===== src/rtl/rainbow_fader.sv =====
// rainbow_fader: dithered six-colour rainbow LED sequencer; optional brightness via RAINBOW_FADER_BRIGHT_EN
module rainbow_fader #(
  parameter int TICKS_PER_SLOT  = 12000,
  parameter int STEPS           = 70,
  parameter int FRAMES_PER_STEP = 1,
  parameter int ACTIVE_LOW      = 1
) (
  input  logic       clk,
  input  logic       rst,
  input  logic       en,
  input  logic       dir,
`ifdef RAINBOW_FADER_BRIGHT_EN
  input  logic [3:0] bright,
`endif
  output logic [2:0] led,
  output logic [2:0] seg_idx,
  output logic       frame_tick,
  output logic       seg_done,
  output logic       cycle_done
);
  localparam int TW = $clog2(TICKS_PER_SLOT);
  localparam int FW = FRAMES_PER_STEP > 1 ? $clog2(FRAMES_PER_STEP) : 1;
  localparam logic [2:0] POL = ACTIVE_LOW != 0 ? 3'b111 : 3'b000;
  // {R,B,G} active-high, index 0 (red) in the low bits
  localparam logic [17:0] COLORS = {3'b110, 3'b010, 3'b011, 3'b001, 3'b101, 3'b100};
  logic [TW-1:0] tick_q, tick_d;
  logic [7:0]    slot_q, slot_d, step_q, step_d;
  logic [FW-1:0] frame_q, frame_d;
  logic [2:0]    seg_q, seg_d, fut, sel, led_d;
  logic          dir_q, dir_d;
  logic          tick_w, slot_w, frame_w, step_w, wrap, lit;
  always_comb begin
    tick_w  = tick_q == TW'(TICKS_PER_SLOT - 1);
    slot_w  = tick_w && slot_q == 8'(STEPS - 1);
    frame_w = slot_w && frame_q == FW'(FRAMES_PER_STEP - 1);
    step_w  = frame_w && step_q == 8'(STEPS - 1);
    fut     = dir_q ? (seg_q == 3'd0 ? 3'd5 : seg_q - 3'd1) : (seg_q == 3'd5 ? 3'd0 : seg_q + 3'd1);
    wrap    = step_w && (dir_q ? seg_q == 3'd0 : seg_q == 3'd5);
    tick_d  = tick_w ? '0 : tick_q + 1'b1;
    slot_d  = !tick_w ? slot_q : slot_w ? '0 : slot_q + 1'b1;
    frame_d = !slot_w ? frame_q : frame_w ? '0 : frame_q + 1'b1;
    step_d  = !frame_w ? step_q : step_w ? '0 : step_q + 1'b1;
    seg_d   = step_w ? fut : seg_q;
    dir_d   = step_w ? dir : dir_q;
`ifdef RAINBOW_FADER_BRIGHT_EN
    lit     = 32'(tick_q) * 32'd16 < (32'(bright) + 32'd1) * 32'(TICKS_PER_SLOT);
`else
    lit     = 1'b1;
`endif
    // future colour occupies the last `step` slots of each frame
    sel     = ({1'b0, slot_q} + {1'b0, step_q}) >= 9'(STEPS) ? fut : seg_q;
    led_d   = (lit ? COLORS[3 * sel +: 3] : 3'b000) ^ POL;
  end
  always_ff @(posedge clk) begin
    if (rst) begin
      tick_q     <= '0;
      slot_q     <= '0;
      frame_q    <= '0;
      step_q     <= '0;
      seg_q      <= '0;
      dir_q      <= 1'b0;
      led        <= POL;
      frame_tick <= 1'b0;
      seg_done   <= 1'b0;
      cycle_done <= 1'b0;
    end else if (en) begin
      tick_q     <= tick_d;
      slot_q     <= slot_d;
      frame_q    <= frame_d;
      step_q     <= step_d;
      seg_q      <= seg_d;
      dir_q      <= dir_d;
      led        <= led_d;
      frame_tick <= slot_w;
      seg_done   <= step_w;
      cycle_done <= wrap;
    end else begin
      frame_tick <= 1'b0;
      seg_done   <= 1'b0;
      cycle_done <= 1'b0;
    end
  end
  assign seg_idx = seg_q;
endmodule


===== config.mk =====
export PLATFORM = sky130hd
export DESIGN_NAME = rainbow_fader
export DESIGN_NICKNAME = d
export VERILOG_FILES = /design/src/rtl/rainbow_fader.sv
export SDC_FILE = /design/constraint.sdc
export NUM_CORES = 1
export LEC_CHECK = 0
export ABC_AREA = 1
export CORE_ASPECT_RATIO = 1.1
export CORE_MARGIN = 2
export CORE_UTILIZATION = 35
export DETAILED_ROUTE_END_ITERATION = 8
export GPL_ROUTABILITY_DRIVEN = 0
export GPL_TIMING_DRIVEN = 0
export PLACE_DENSITY = 0.53
export SYNTH_ARGS = -nofsm -noshare
export SYNTH_HDL_FRONTEND = slang
export SYNTH_SLANG_ARGS = --single-unit

===== constraint.sdc =====
create_clock -name clk -period 3.1 [get_ports clk]
set_input_delay 0.62 -clock clk [delete_from_list [all_inputs] [get_ports clk]]
set_output_delay 0.62 -clock clk [all_outputs]
set_load 0.05 [all_outputs]

==> results of run 1 <==
[worst min path at each step]
stage	endpoint	cells past startpoint	slack, ps
5_1_grt	led[1]$_SDFFE_PP1P_	2	510
2_1_floorplan	tick_q[7]$_SDFFE_PP0P_	2	450
3_5_place_dp	led[1]$_SDFFE_PP1P_	2	470
4_1_cts	tick_q[7]$_SDFFE_PP0P_	2	480
6_report	tick_q[7]$_SDFFE_PP0P_	2	480
3_3_place_gp	led[0]$_SDFFE_PP1P_	2	450
[sequential cells by signal, indices dropped and copies added (netlist names)]
signal and cells:
dir_q 1, led 3, seg_done 1, frame_tick 1, frame_q 1, cycle_done 1
step_q 8, seg_idx 3, slot_q 8, tick_q 14
[kinds of logic (layout without fill, tap and decap cells)]
group                      Yosys count  count (layout)  synth area share
AOI/OAI and AO/OA                   49              49             0.107
xor gates and xnor gates             2               2           0.00682
adders and majority gates           15              15            0.0760
DFF                                 41              41             0.320
and+or+nand+nor                    203             203             0.395
buffers and inverters               65              85            0.0960
[cells in the mapped netlist]
master,instances,area share
buf_2,1,0.0019
nor2_1,32,0.047
nor2_2,6,0.015
nor3b_1,3,0.0088
nand4_1,10,0.024
o22ai_1,3,0.0073
nor3_4,1,0.0063
nand2_1,80,0.12
xor2_1,2,0.0068
nand3_1,29,0.057
a211oi_1,6,0.018
nand2_2,7,0.017
and3_1,1,0.0024
o21a_1,3,0.0088
o21ai_0,8,0.016
nor4_4,1,0.0083
nor2_4,1,0.0044
or2_0,1,0.0024
nor3b_2,1,0.0049
dfxtp_1,41,0.32
fa_1,1,0.0078
inv_1,56,0.082
a21oi_1,24,0.047
clkinv_2,1,0.0019
a31oi_1,2,0.0049
nor4_1,2,0.0049
o21ai_1,3,0.0058
or2_2,3,0.0073
nand3_2,3,0.012
nor3_2,3,0.012
nand3b_1,4,0.012
clkbuf_1,1,0.0015
nor3_1,14,0.027
inv_2,5,0.0073
clkinv_1,1,0.0015
nand3_4,1,0.0068
ha_1,14,0.068
[cell usage in the layout (no fill, tap or decap), types with 4 or more instances in the layout]
cell	instances
inv_1	56
nor2_1	32
inv_2	5
ha_1	14
dfxtp_1	41
nor2_2	6
o21ai_0	8
clkbuf_8	7
nand3b_1	4
nand2_1	80
nand4_1	10
nor3_1	14
nand2_2	7
clkdlybuf4s50_1	12
nand3_1	29
a211oi_1	6
a21oi_1	24
[power by group through the flow]
stage                     combinational (W)  clock [W]  sequential [W]
final                             0.0000424   0.000392        0.000534
after global routing              0.0000478   0.000424        0.000535
after CTS                         0.0000431   0.000405        0.000534
after detailed placement          0.0000430          0        0.000547
after global placement            0.0000433          0        0.000546
after floorplan                   0.0000190          0        0.000554
[routing by layer]
metal / global-route usage / part of all wire
met1: 0.208 / 0.50
met2: 0.261 / 0.46
met3: 0.0290 / 0.034
met4: 0.0384 / 0.0081
met5: 0 / 0
[per-stage QoR]
stage	total power, W	instance area [um2]	cells	hold slack (ps)	setup WS, ps
3_3_place_gp	0.000589	2800	472	453	745
2_1_floorplan	0.000573	2570	375	450	1070
5_1_grt	0.00101	2900	480	506	406
4_1_cts	0.000982	2900	480	481	727
6_report	0.000968	2900	480	475	738
3_5_place_dp	0.000590	2800	472	468	743
[critical path, stage by stage, from the launching register on]
cell and delay (ps):
dfxtp_1 400, ha_1 220, inv_1 60, fa_1 390, inv_1 90, nand2_1 70, nand2_1 60, nand3_1 60
nand2_1 60, nand2_1 40, nor2_1 110, nand2_1 80, nand2_2 140, nand2_2 100, nand2_1 80, nand2_2 70
inv_2 60, nand2_1 40, nand3_1 80, nand2_1 50
[layout make-up]
type / instances / area, um2 / share of cell area
buffer: 2 / 8.76 / 0.00302
tap: 85 / 106 / 0.0367
clock buffer: 7 / 96.3 / 0.0333
clock inverter: 1 / 5.00 / 0.00173
timing repair buffer: 12 / 120 / 0.0415
inverter: 63 / 238 / 0.0821
multi-input combinational: 269 / 1500 / 0.518
sequential: 41 / 821 / 0.283
==> results.sh, run 1 <==
export IMPL_status="finished, final reports clean"
export IMPL_crit_start="slot_q[0]$_SDFFE_PP0P_"
export IMPL_worstSetupPathType="reg -> reg"
export IMPL_synthCells=375
export IMPL_grt_start_max_net_pins=13
export IMPL_nFillCells=758
export IMPL_crit_fanout=6
export IMPL_htree_levels=2
export IMPL_power_leakage_nw=1.20
export IMPL_die_h_um=93.9
export IMPL_hpwl_um=4510
export IMPL_switching_power_w=0.000222
export IMPL_detail_route_wl_per_cell_um=11.9
export IMPL_worstMarginPinSlew_ps=555
export IMPL_clk_latency_ps=300
export IMPL_antenna_found_initial=0
export IMPL_cts_buffers=5
export IMPL_drt_initial_drc_count=77
export IMPL_relSlewSlack=0.630
export IMPL_r2r_start="slot_q[0]$_SDFFE_PP0P_"
export IMPL_start_util=0.365
export IMPL_cp_start_kind="flop"
export IMPL_ff2ff_path_depth=19
export IMPL_holdBufCountCts=0
export IMPL_ys_types=37
export IMPL_antenna_left=0
export IMPL_yosysSeqAreaShare=0.320
export IMPL_diodes=0
export IMPL_hold_viol=0
export IMPL_drv_cap=0
export IMPL_final_nets=413
export IMPL_reg2reg_slack_ps=740
export IMPL_clockBufferDepth=2
export IMPL_sequentialPowerShare=0.551
export IMPL_layout_min_cycle_time_ps=2360
export IMPL_yosysWarnings=0
export IMPL_synth_area_per_cell_um2=6.85
export IMPL_die_w_um=85.7
export IMPL_post_route_util=0.411
export IMPL_hold_path_class="reg -> reg"
export IMPL_internal_power_w=0.000746
export IMPL_vdd_ir_drop_worst_v=0.000195
export IMPL_rsz0062_at_grt="false"
export IMPL_via_count=2339
export IMPL_cts_root_buf="clkbuf_8"
export IMPL_grt_pass1_vias=2193
export IMPL_viasPerCell=4.87
export IMPL_clock_skew_ps=5.19
export IMPL_wl_um=5700
export IMPL_p_sw_frac=0.230
export IMPL_required_ps=3290
export IMPL_core_area_mm2=0.00705
export IMPL_drive_gt1_frac=0.106
export IMPL_tns_ps=0
export IMPL_min_from="tick_q[7]$_SDFFE_PP0P_"
export IMPL_grt_overflow=0
export IMPL_crit_arrival_ps=2560
export IMPL_cts_tree="done"
export IMPL_design_die_area_mm2=0.00804
export IMPL_fmax_mhz=423
export IMPL_reg2reg_to="led[1]$_SDFFE_PP1P_"
export IMPL_cts_sinks=41
export IMPL_end_kind="flop"
export IMPL_first_pass_iters=4
export IMPL_p_comb_frac=0.044
export IMPL_setup_violations=0
export IMPL_ios=13
export IMPL_final_max_slew_viol_count=0
export IMPL_post_cts_buffers=0
export IMPL_setup_worst_path_end="led[1]$_SDFFE_PP1P_"
export IMPL_drcViolationCount=0
export IMPL_power_density_mw_per_mm2=334
export IMPL_syn2layout_area_growth_pct=12.8
export IMPL_io_buffers=12
export IMPL_clkPwrFrac=0.405
export IMPL_syn_area_mm2=0.00257
export IMPL_fp_row_count=32
export IMPL_finalCritPeriodShare=0.762
export IMPL_cts_resized=0
export IMPL_mappedNetlistNets=394
export IMPL_grt_usage=0.156
export IMPL_clkTransAtPathRegs_ps=80
export IMPL_grt_first_pass_wirelength_um=10100
export IMPL_ys_ff_latch=41
(Power assumes the default switching activity.)
==> inputs of run 2 (changes only) <==
- clock period: 3.1 -> 2.3 ns (I/O delays scaled with it)
==> results.sh, run 2 (synthesis results as in run 1) <==
export IMPL_drt_initial_drc_count=89
export IMPL_grt_overflow=0
export IMPL_fmax_mhz=462
export IMPL_dpl_cell_count=472
export IMPL_fin_area_mm2=0.00298
export IMPL_cts_buffers=5
export IMPL_grt_first_pass_wirelength_um=10100
export IMPL_power_leakage_nw=1.23
export IMPL_detail_route_wl_per_cell_um=12.1
export IMPL_place_area_mm2=0.00280
export IMPL_wl_um=5860
export IMPL_critical_path_slowest_cell="dfxtp_4"
export IMPL_post_route_util=0.423
export IMPL_setup_violations=0
export IMPL_antenna_found_initial=0
export IMPL_final_cell_mix="nand2_1, inv_1, dfxtp_1"
export IMPL_regMostFlops="tick_q"
export IMPL_grt_start_max_net_pins=13
export IMPL_worst_path_stages=19
export IMPL_largest_register_ffs=14
export IMPL_antenna_left=0
export IMPL_instances_no_fill=483
export IMPL_grtUsageMet3=0.0290
export IMPL_vdd_ir_drop_worst_v=0.000263
export IMPL_first_pass_iters=4
export IMPL_critical_path_max_stage_delay_ps=390
export IMPL_hold_path_class="reg -> reg"
export IMPL_syn2layout_area_growth_pct=16.1
export IMPL_clockBufferDepth=2
export IMPL_cts_tree="done"
export IMPL_clkTransAtPathRegs_ps=80
export IMPL_fp_row_count=32
export IMPL_reg2reg_slack_ps=130
export IMPL_final_nets=416
export IMPL_drcViolationCount=0
export IMPL_design_die_area_mm2=0.00804
export IMPL_pre_cts_ws_ps=-57.1
export IMPL_r2r_start="step_q[0]$_SDFFE_PP0P_"
export IMPL_power_density_mw_per_mm2=436
export IMPL_diodes=0
export IMPL_path_cells="ha_4 -> inv_2 -> fa_2 -> inv_2 -> nand2_2 -> nand2_2 -> nand3_2 -> nand2_1 -> nand2_1 -> nor2_2 -> nand2_2 -> nand2_4 -> nand2_4 -> nand2_1 -> nand2_1 -> nand2_1 -> nand2_1 -> nand2_1 -> nand2_1"
export IMPL_final_max_slew_viol_count=0
export IMPL_crit_fanout=6
export IMPL_whs_ps=475
export IMPL_finalWorstSetupSlack_ps=133
export IMPL_via_count=2355
export IMPL_clock_skew_ps=5.33
export IMPL_required_ps=2490
export IMPL_status="finished, final reports clean"
export IMPL_grt_usage=0.156
export IMPL_setup_worst_path_end="led[2]$_SDFFE_PP1P_"
export IMPL_path_buf_inv=2
export IMPL_end_kind="flop"
export IMPL_hpwl_um=4510
export IMPL_layout_min_cycle_time_ps=2170
export IMPL_start_util=0.365
export IMPL_die_w_um=85.7
export IMPL_ff2ff_path_depth=19
export IMPL_drv_cap=0
export IMPL_reg2reg_to="led[2]$_SDFFE_PP1P_"
export IMPL_finalCritPeriodShare=0.942
export IMPL_worstSetupPathType="reg -> reg"
export IMPL_viasPerCell=4.88
export IMPL_relSlewSlack=0.633
export IMPL_hold_viol=0
export IMPL_worstMarginPinSlew_ps=551
export IMPL_grt_use_met2=0.261
export IMPL_met1_usage=0.208
export IMPL_top_regs="tick_q (14), slot_q (8), step_q (8)"
export IMPL_top_usage_layer="met2"
export IMPL_cp_common_cell="nand2_1"
export IMPL_clk_latency_ps=290
export IMPL_drive_gt1_frac=0.156
export IMPL_io_buffers=12
export IMPL_ios=13
export IMPL_crit_start="step_q[0]$_SDFFE_PP0P_"
export IMPL_htree_levels=2
export IMPL_final_common_cell="nand2_1"
export IMPL_grt_pass1_vias=2193
export IMPL_cts_root_buf="clkbuf_8"
export IMPL_crit_arrival_ps=2350
export IMPL_path_delay_family="simple AND/OR/NAND/NOR gates"
export IMPL_cp_start_kind="flop"
export IMPL_die_h_um=93.9
export IMPL_cts_sinks=41
export IMPL_core_area_mm2=0.00705
export IMPL_min_from="tick_q[7]$_SDFFE_PP0P_"
[run 2: changes by cell type in the layout (fill, tap and decap cells not counted), moves of 2 or more]
cell,previous run,this run
dfxtp_4,0,2
nand2_1,80,74
buf_4,0,3
dfxtp_2,0,2
nand2_4,0,2
inv_2,5,7
dfxtp_1,41,37
inv_1,56,54
nand3_1,29,27
nand2_2,7,11
nand3_2,3,5
[run 2: report_power, final]
group | internal (W) | switching (W)
Sequential | 0.000713 | 0.00000456
Clock | 0.000272 | 0.000252
Combinational | 0.0000188 | 0.0000383
Total | 0.00100 | 0.000295
[run 2: worst reg2reg max path: cells and delay by family (launching register included)]
kind | cells | cell delay [ps]
buffers and inverters | 2 | 120
flip-flops | 1 | 390
AND/OR/NAND/NOR | 15 | 1060
adder cells (fa/ha/maj) | 2 | 520
[run 2: worst min-delay path by stage]
stage | slack, ps | depth (start not counted) | endpoint
2_1_floorplan | 450 | 2 | tick_q[7]$_SDFFE_PP0P_
3_5_place_dp | 470 | 2 | led[1]$_SDFFE_PP1P_
5_1_grt | 510 | 2 | led[1]$_SDFFE_PP1P_
3_3_place_gp | 450 | 2 | led[0]$_SDFFE_PP1P_
6_report | 480 | 2 | tick_q[7]$_SDFFE_PP0P_
4_1_cts | 480 | 2 | tick_q[7]$_SDFFE_PP0P_
[run 2: area by class of cell]
type	instances	area (um2)
clock buffer	7	96.3
multi-input combinational	269	1550
fill	753	4070
sequential	41	831
timing repair buffer	15	143
tap	85	106
inverter	63	238
buffer	2	8.76
clock inverter	1	5.00
[run 2: layer usage]
layer	share of wire	up-vias
li1	-	1278
met1	0.50	1055
met2	0.47	20
met3	0.019	2
met4	0.0051	0
met5	0	-
[run 2: repair_timing]
action / 4_1_cts / 5_1_grt
setup buffers: 0 / 3
endpoints found under the setup margin: 3 / 3
resized for setup: 3 / 19
pin swaps: 0 / 10
hold buffers: 0 / 0
[run 2: metrics by stage]
stage / total power (W) / TNS, ps
after floorplan: 0.000772 / 0
after global placement: 0.000795 / -73.7
after detailed placement: 0.000795 / -94.3
after CTS: 0.00132 / 0
after global routing: 0.00135 / -63.0
final: 0.00130 / 0
==> inputs of run 3 (changes only) <==
- PLACE_DENSITY: 0.53 -> 0.49
- SLEW_MARGIN: unset -> 20
==> results.sh, run 3 (synthesis results as in run 1) <==
export IMPL_reg2reg_slack_ps=140
export IMPL_crit_arrival_ps=2360
export IMPL_die_w_um=85.7
export IMPL_vdd_ir_drop_worst_v=0.000203
export IMPL_antenna_left=0
export IMPL_nFillCells=760
export IMPL_cts_buffers=5
export IMPL_hpwl_um=4740
export IMPL_finalCritPeriodShare=0.939
export IMPL_crit_fanout=6
export IMPL_cts_tree="done"
export IMPL_drcViolationCount=0
export IMPL_drv_cap=0
export IMPL_relSlewSlack=0.641
export IMPL_final_max_slew_viol_count=0
export IMPL_core_area_mm2=0.00705
export IMPL_clkTransAtPathRegs_ps=80
export IMPL_min_from="led[1]$_SDFFE_PP1P_"
export IMPL_cp_start_kind="flop"
export IMPL_syn2layout_area_growth_pct=16.9
export IMPL_grt_start_max_net_pins=13
export IMPL_antenna_found_initial=0
export IMPL_status="finished, final reports clean"
export IMPL_design_die_area_mm2=0.00804
export IMPL_cts_root_buf="clkbuf_8"
export IMPL_reg2reg_to="led[1]$_SDFFE_PP1P_"
export IMPL_end_kind="flop"
export IMPL_viasPerCell=4.92
export IMPL_r2r_start="step_q[0]$_SDFFE_PP0P_"
export IMPL_start_util=0.365
export IMPL_fin_area_mm2=0.00300
export IMPL_final_cell_mix="nand2_1, inv_1, dfxtp_1"
export IMPL_worst_path_stages=19
export IMPL_drive_gt1_frac=0.155
export IMPL_hold_end="led[1]$_SDFFE_PP1P_"
export IMPL_path_delay_family="simple AND/OR/NAND/NOR gates"
export IMPL_rsz0062_at_grt="true"
export IMPL_io_buffers=12
export IMPL_power_density_mw_per_mm2=466
export IMPL_grt_overflow=0
export IMPL_instances_no_fill=485
export IMPL_final_nets=418
export IMPL_diodes=0
export IMPL_cts_sinks=41
export IMPL_grt_usage=0.165
export IMPL_clk_latency_ps=300
export IMPL_fmax_mhz=463
export IMPL_multiInputGateArea_mm2=0.00155
export IMPL_clock_skew_ps=11.6
export IMPL_via_count=2384
export IMPL_drt_initial_drc_count=128
export IMPL_holdBufCountCts=0
export IMPL_worstSetupPathType="reg -> reg"
export IMPL_clockBufferDepth=2
export IMPL_htree_levels=2
export IMPL_die_h_um=93.9
export IMPL_setup_violations=0
export IMPL_first_pass_iters=4
export IMPL_grt_first_pass_wirelength_um=10600
export IMPL_critical_path_max_stage_delay_ps=400
export IMPL_path_buf_inv=3
export IMPL_layout_min_cycle_time_ps=2160
export IMPL_ios=13
export IMPL_top_regs="tick_q (14), slot_q (8), step_q (8)"
export IMPL_fp_row_count=32
export IMPL_path_cells="ha_4 -> inv_2 -> fa_2 -> inv_2 -> nand2_2 -> nand2_1 -> nand3_1 -> nand2_1 -> nand2_1 -> nor2_2 -> nand2_2 -> nand2_4 -> nand2_4 -> nand2_2 -> nand2_2 -> inv_2 -> nand2_1 -> nand3_1 -> nand2_1"
export IMPL_final_common_cell="nand2_1"
export IMPL_critical_path_slowest_cell="fa_2"
export IMPL_detail_route_wl_per_cell_um=12.6
export IMPL_hold_path_class="reg -> reg"
export IMPL_wl_um=6100
export IMPL_regMostFlops="tick_q"
export IMPL_register_area_um2=827
export IMPL_grt_pass1_vias=2260
export IMPL_required_ps=2500
export IMPL_dpl_cell_count=472
export IMPL_place_area_mm2=0.00280
export IMPL_power_leakage_nw=1.25
export IMPL_worstMarginPinSlew_ps=539
export IMPL_hold_depth=2
export IMPL_largest_register_ffs=14
export IMPL_cp_common_cell="nand2_1"
export IMPL_hold_viol=0
export IMPL_ff2ff_path_depth=19
-- run 3: cell count changes in the layout (fill, tap and decap cells not counted), sizes merged --
cell / before / now
clkinv: 3 / 2
buf: 4 / 6
bufinv: 0 / 1
-- run 3: timing repair --
| item | in CTS | in global routing |
|---|---|---|
| pin swaps | 1 | 11 |
| resized for setup | 4 | 16 |
| setup endpoints to repair | 3 | 3 |
| cloned | 0 | 0 |
| buffers inserted | 2 | 3 |
| endpoints found under the hold margin | 0 | 0 |
-- run 3: worst register-to-register path, stage by stage (launching register included) --
cell,delay [ps]
dfxtp_2,360
ha_4,140
inv_2,40
fa_2,400
inv_2,80
nand2_2,50
nand2_1,60
nand3_1,60
nand2_1,60
nand2_1,60
nor2_2,120
nand2_2,80
nand2_4,100
nand2_4,70
nand2_2,70
nand2_2,70
inv_2,60
nand2_1,40
nand3_1,70
nand2_1,50
-- run 3: per-layer routing --
metal	part of all wire	global-route usage	vias to the layer above
li1	-	-	1278
met1	0.49	0.213	1079
met3	0.021	0.0290	7
met4	0.012	0.0437	0
met5	0	0	-
met2	0.48	0.282	20
-- run 3: worst max-delay path by stage --
stage / from / to
global route: step_q[0]$_SDFFE_PP0P_ / led[1]$_SDFFE_PP1P_
detailed placement: slot_q[0]$_SDFFE_PP0P_ / led[2]$_SDFFE_PP1P_
floorplan: slot_q[0]$_SDFFE_PP0P_ / led[1]$_SDFFE_PP1P_
CTS: slot_q[0]$_SDFFE_PP0P_ / led[2]$_SDFFE_PP1P_
global placement: slot_q[0]$_SDFFE_PP0P_ / led[1]$_SDFFE_PP1P_
finish: step_q[0]$_SDFFE_PP0P_ / led[1]$_SDFFE_PP1P_
-- run 3: metrics by stage --
step	hold WS (ps)	power [W]	setup WS [ps]	utilization	setup TNS (ps)
CTS	477	0.00142	3.82	0.416	0
floorplan	450	0.000772	266	-	0
finish	470	0.00140	140	0.426	0
global placement	452	0.000794	-64.4	0.397	-124
detailed placement	453	0.000795	-88.5	0.397	-188
global route	502	0.00146	-67.5	0.426	-137
-- run 3: cell type report --
type / count / share of cell area
timing repair buffer: 17 / 0.0525
clock buffer: 7 / 0.0288
tap: 85 / 0.0354
multi-input combinational: 269 / 0.516
inverter: 63 / 0.0792
clock inverter: 1 / 0.0100
sequential: 41 / 0.275
buffer: 2 / 0.00292
-- run 3: where the power goes --
group,switching (W),total (W),internal [W]
logic,0.0000397,0.0000588,0.0000191
registers,0.00000420,0.000718,0.000714
clock network,0.000266,0.000621,0.000354
total,0.000310,0.00140,0.00109
